[src/rtl/ccff_loader_pkg.sv]
// Shared types and width helpers for the configuration-chain loader.
package ccff_loader_pkg;

    typedef enum logic [2:0] {
        ST_IDLE  = 3'd0,
        ST_LOAD  = 3'd1,
        ST_SHIFT = 3'd2,
        ST_FLUSH = 3'd3,
        ST_DONE  = 3'd4
    } ccff_ld_state_t;

    // Width of a counter that must reach chain_len inclusive.
    function automatic int bit_cnt_w(input int chain_len);
        return $clog2(chain_len + 1);
    endfunction

    // Width of a counter that must reach word_w inclusive.
    function automatic int word_cnt_w(input int word_w);
        return $clog2(word_w + 1);
    endfunction

endpackage

[src/rtl/ccff_serdes.sv]
// Word-wide serialiser feeding ccff_head and deserialiser collecting ccff_tail.
module ccff_serdes #(
    parameter int WORD_W = 32
) (
    input  logic              prog_clk,
    input  logic              prog_reset_n,
    input  logic              load,
    input  logic [WORD_W-1:0] par_in,
    input  logic              advance,
    input  logic              park,
    output logic              ser_out,
    input  logic              clear,
    input  logic              sample,
    input  logic              ser_in,
    output logic [WORD_W-1:0] par_out
);

    logic [WORD_W-1:0] piso;
    logic [WORD_W-1:0] sipo;

    // Parallel-to-serial: MSB goes out first; ser_out is the registered head bit.
    // NOTE: state registers use non-blocking assignments so every flop samples pre-edge values.
    always_ff @(posedge prog_clk or negedge prog_reset_n) begin
        if (!prog_reset_n) begin
            piso    <= '0;
            ser_out <= 1'b0;
        end else if (load) begin
            ser_out <= par_in[WORD_W-1];
            piso    <= par_in << 1;
        end else if (advance) begin
            ser_out <= piso[WORD_W-1];
            piso    <= piso << 1;
        end else if (park) begin
            ser_out <= 1'b0;
        end
    end

    // Serial-to-parallel: each tail bit enters at the LSB, first bit ends at the MSB.
    always_ff @(posedge prog_clk or negedge prog_reset_n) begin
        if (!prog_reset_n) begin
            sipo <= '0;
        end else if (clear) begin
            sipo <= '0;
        end else if (sample) begin
            sipo <= (sipo << 1) | WORD_W'(ser_in);
        end
    end

    assign par_out = sipo;

endmodule

[src/rtl/ccff_loader.sv]
// Configuration-chain loader: streams bitstream words into ccff_head with a
// gated chain clock and returns the displaced chain contents as readback words.
module ccff_loader #(
    parameter int CHAIN_LEN = 8,
    parameter int WORD_W    = 32
) (
    input  logic              prog_clk,
    input  logic              prog_reset_n,
    input  logic              start,
    input  logic [WORD_W-1:0] cfg_word,
    input  logic              cfg_valid,
    output logic              cfg_ready,
    output logic [WORD_W-1:0] rb_word,
    output logic              rb_valid,
    input  logic              rb_ready,
    output logic              ccff_head,
    input  logic              ccff_tail,
    output logic              chain_clk_en,
    output logic              busy,
    output logic              done
);
    import ccff_loader_pkg::*;

    localparam int BC_W = bit_cnt_w(CHAIN_LEN);
    localparam int WC_W = word_cnt_w(WORD_W);
    localparam logic [BC_W-1:0] BIT_LAST  = BC_W'(CHAIN_LEN - 1);
    localparam logic [BC_W-1:0] BIT_END   = BC_W'(CHAIN_LEN);
    localparam logic [WC_W-1:0] WORD_LAST = WC_W'(WORD_W - 1);
    localparam logic [WC_W-1:0] WORD_END  = WC_W'(WORD_W);

    ccff_ld_state_t    state, state_next;
    logic [BC_W-1:0]   bit_cnt;
    logic [WC_W-1:0]   word_cnt;
    logic [WC_W-1:0]   align;
    logic [WORD_W-1:0] rb_raw;
    logic              start_ok;
    logic              cfg_hs;
    logic              shifting;
    logic              last_bit;

    assign start_ok = start && (state == ST_IDLE || state == ST_DONE);
    assign cfg_hs   = cfg_valid && cfg_ready;
    assign shifting = (state == ST_SHIFT);
    assign last_bit = shifting && (word_cnt == WORD_LAST || bit_cnt == BIT_LAST);

    // State register.
    always_ff @(posedge prog_clk or negedge prog_reset_n) begin
        if (!prog_reset_n) state <= ST_IDLE;
        else               state <= state_next;
    end

    // Next-state and state-decoded handshake/status outputs.
    // NOTE: every output of this block gets a default first, so no path can infer a latch.
    always_comb begin
        state_next = state;
        cfg_ready  = 1'b0;
        rb_valid   = 1'b0;
        busy       = 1'b0;
        done       = 1'b0;
        case (state)
            ST_IDLE: begin
                if (start) state_next = ST_LOAD;
            end
            ST_LOAD: begin
                cfg_ready = 1'b1;
                busy      = 1'b1;
                if (cfg_valid) state_next = ST_SHIFT;
            end
            ST_SHIFT: begin
                busy = 1'b1;
                if (last_bit) state_next = ST_FLUSH;
            end
            ST_FLUSH: begin
                rb_valid = 1'b1;
                busy     = 1'b1;
                if (rb_ready) state_next = (bit_cnt == BIT_END) ? ST_DONE : ST_LOAD;
            end
            ST_DONE: begin
                done = 1'b1;
                if (start) state_next = ST_LOAD;
            end
            default: state_next = ST_IDLE;
        endcase
    end

    // Saturating bit/in-word counters and the registered chain clock enable.
    always_ff @(posedge prog_clk or negedge prog_reset_n) begin
        if (!prog_reset_n) begin
            bit_cnt      <= '0;
            word_cnt     <= '0;
            chain_clk_en <= 1'b0;
        end else begin
            if (start_ok)
                bit_cnt <= '0;
            else if (shifting && bit_cnt != BIT_END)
                bit_cnt <= bit_cnt + BC_W'(1);

            if (cfg_hs)
                word_cnt <= '0;
            else if (shifting && word_cnt != WORD_END)
                word_cnt <= word_cnt + WC_W'(1);

            chain_clk_en <= cfg_hs || (shifting && !last_bit);
        end
    end

    ccff_serdes #(
        .WORD_W (WORD_W)
    ) u_serdes (
        .prog_clk     (prog_clk),
        .prog_reset_n (prog_reset_n),
        .load         (cfg_hs),
        .par_in       (cfg_word),
        .advance      (shifting && !last_bit),
        .park         (last_bit),
        .ser_out      (ccff_head),
        .clear        (start_ok || cfg_hs),
        .sample       (shifting),
        .ser_in       (ccff_tail),
        .par_out      (rb_raw)
    );

    // A partial final word leaves its captured bits low; shift them up to the MSB end.
    assign align   = WORD_END - word_cnt;
    assign rb_word = rb_raw << align;

endmodule

[config.mk]
export PLATFORM = sky130hd
export DESIGN_NAME = ccff_loader
export DESIGN_NICKNAME = d
export VERILOG_FILES = /design/src/rtl/ccff_loader_pkg.sv /design/src/rtl/ccff_serdes.sv /design/src/rtl/ccff_loader.sv
export SDC_FILE = /design/constraint.sdc
export NUM_CORES = 1
export LEC_CHECK = 0
export CAP_MARGIN = 25
export CORE_ASPECT_RATIO = 1.75
export CORE_MARGIN = 3
export CORE_UTILIZATION = 55
export DETAILED_ROUTE_END_ITERATION = 8
export HOLD_SLACK_MARGIN = 0.12
export PLACE_DENSITY = 0.85
export SLEW_MARGIN = 0
export SYNTH_ARGS = -nofsm -noshare
export SYNTH_HDL_FRONTEND = slang
export SYNTH_SLANG_ARGS = --single-unit
[constraint.sdc]
create_clock -name prog_clk -period 4.9 [get_ports prog_clk]
set_clock_uncertainty 0.1 [all_clocks]
set_input_delay 1.225 -clock prog_clk [delete_from_list [all_inputs] [get_ports prog_clk]]
set_output_delay 1.225 -clock prog_clk [all_outputs]
set_load 0.05 [all_outputs]
==> impl_metrics.tcl <==
set metrics [dict create \
    cts_resized 0 \
    num-nets-final 683 \
    synthesis.instances 593 \
    grt_first_pass_wirelength_um 21600 \
    tritoncts "done" \
    setup_viol 0 \
    finalWirelength_um 13400 \
    initial_utilization 0.566 \
    synthTopCellsByArea "dfrtp_1, mux2i_1, mux4_2" \
    final_cells 768 \
    gp_congestion 0.976 \
    tns_ns 0 \
    die_footprint_mm2 0.0111 \
    synth_edf_count 0 \
    tritoncts_num_sinks 78 \
    syn_area_per_cell_um2 9.09 \
    cp_data_arrival_time_ns 3.18 \
    timing.reg2reg.setup_slack_ns 2.43 \
    synth-warning-count 0 \
    global_route.overflow_total 0 \
    detailed_place_hpwl_um 9660 \
    least_margin_pin_slew_ns 0.943 \
    cts_root_buf "clkbuf_16" \
    floorplan.io_pins 76 \
    drc 0 \
    timing.critical_path.required_ns 3.58 \
    detailroute.via_count 4675 \
    cts.reportedPaths.clkPinSlew_ns 0.06 \
    post-synth-top-count-cell "nand2_1" \
    cts_buffers 9 \
    wl_per_cell_um 17.4 \
    netlist_top_cells_count "nand2_1, dfrtp_1, mux2i_1, a21oi_1, nor2_1" \
    syn_to_final_growth_pct 25.8 \
    power-per-cell-area_mw_per_mm2 683 \
    critical_path.startpoint_type "flip-flop" \
    rsz0062_at_grt "false" \
    finalWorstPathRequiredPeriod_ns 4.50 \
    insertion_delay_ns 0.33 \
    placementRows 47 \
    core_mm2 0.00953 \
    synth_top_area_share 0.362 \
    drtPass1Iterations 5 \
    first_iter_violations 424 \
    vdd_drop_max_uv 587 \
    path_class "reg2out" \
    floorplan.die.width_um 80.8 \
    maxClockFrequency_mhz 222 \
    vias_in_the_first_global_route 4537 \
    max_slew_margin 0.371 \
    cts-root-to-sink-buffers 2 \
    finalPower_mw 4.63 \
    placed_cells_incl_taps 751 \
    antennaDiodeCount 0 \
    netlist-cell-type-count 54 \
    min-delay-path-class "reg2reg" \
    antenna_violating_nets_post_route 0 \
    vias_per_cell 6.09 \
    pin_count_of_the_biggest_net_entering_global_routing 79 \
    antenna_violations_before_repair 0 \
    post_synth_instance_area_mm2 0.00539 \
    timing.final.hold_violations 0 \
    port_buffer_count 75 \
    drive_above_1_share 0.176 \
    timing.final.crit_share 0.919 \
    synth_fp_nets 635 \
    dieHeight_um 137 \
    cts_setup_buffers 0 \
    seq_area_frac_synth 0.362 \
    p_leak_nw 2.92 \
    hold_buf_count_cts 0 \
    critical_path.endpoint_type "primary output" \
    async_flop_share 1.00 \
    status "complete, no violations" \
    grt_util_all_layers 0.251 \
    post_synthesis_sequential_element_count 78 \
    slew_viol_final 0 \
    drv.max_cap_violation_count 0 \
    htree_levels 3 \
    timing.critical_path.fanout_max 43 \
    synth_area_leader_cell "dfrtp_1" \
    ys.flop_type "dfrtp_1" \
]
[critical path, cell delays in order (launching register included)]
cell     delay [ns]
dfrtp_1        0.45
inv_1          0.10
ha_1           0.30
buf_4          0.45
mux2i_1        0.24
mux4_2         0.51
nand2_1        0.08
o21ai_0        0.14
o21ai_0        0.37
buf_12         0.19
[per-stage QoR]
| step | area (um2) | hold WS, ns | util | setup slack (ns) |
|---|---|---|---|---|
| after CTS | 6760 | 0.415 | 0.710 | 0.425 |
| after floorplan | 5390 | 0.365 | - | 0.0390 |
| after detailed placement | 6390 | 0.401 | 0.671 | 0.812 |
| after global routing | 6780 | 0.459 | 0.712 | 0.191 |
| after global placement | 6390 | 0.389 | 0.671 | 0.880 |
| final | 6780 | 0.416 | 0.712 | 0.395 |
[kinds of logic after synthesis]
| logic type | synth area share |
|---|---|
| compound gates | 0.135 |
| buf+inv | 0.0508 |
| mux | 0.239 |
| xor+xnor | 0.0230 |
| simple gates | 0.181 |
| fa+ha+maj | 0.00928 |
| flops | 0.362 |
[per-layer routing]
layer / vias to the layer above / share of wire / global-route usage / wire length, um
met5: - / 0 / 0 / 0
met4: 0 / 0.043 / 0.129 / 579
met3: 45 / 0.040 / 0.0389 / 529
met2: 180 / 0.55 / 0.452 / 7300
met1: 2260 / 0.37 / 0.278 / 4950
li1: 2190 / - / - / -
[layout make-up]
type,count,area (um2)
multi-input combinational,459,3180
fill,652,2740
sequential,78,1950
timing repair buffer,85,1090
clock buffer,9,225
tap,122,153
clock inverter,7,145
inverter,8,30.0
[cell usage in the layout, fill, tap and decap left out, types with 5 or more instances in the layout]
cell type / count
nand2_1: 131
clkdlybuf4s50_1: 42
xor2_1: 5
nor2_1: 44
and2_1: 5
mux2i_1: 59
dfrtp_1: 78
mux2_2: 16
buf_4: 15
mux4_2: 23
o221ai_1: 5
inv_1: 7
o21ai_0: 42
a21oi_1: 45
xnor2_1: 5
buf_12: 28
nand3_1: 6
nor3_1: 9
clkbuf_16: 9
[state kept, by name, indices dropped and copies added, names as in the netlist]
name	flops
u_serdes.par_out	32
u_serdes.piso	31
word_cnt	6
bit_cnt	4
state	3
chain_clk_en	1
u_serdes.ser_out	1
[where the power goes]
| group | total (mW) | leakage (nW) | switching, mW | internal [mW] |
|---|---|---|---|---|
| clock network | 0.819 | 0.182 | 0.266 | 0.552 |
| logic | 2.82 | 1.72 | 1.70 | 1.11 |
| registers | 1.00 | 1.02 | 0.166 | 0.835 |
[final timing paths]
path                                   from              endpoint  cells after the start
min                        u_serdes.piso[1]      u_serdes.piso[1]                      2
min reg2reg                u_serdes.piso[1]      u_serdes.piso[1]                      2
max reg2reg                        state[2]  u_serdes.par_out[18]                      6
max in group asynchronous      prog_reset_n   u_serdes.par_out[8]                      1
min in group asynchronous      prog_reset_n      u_serdes.piso[3]                      1
max                             word_cnt[1]           rb_word[28]                      9
No activity file was read; power rests on OpenSTA's default activity.
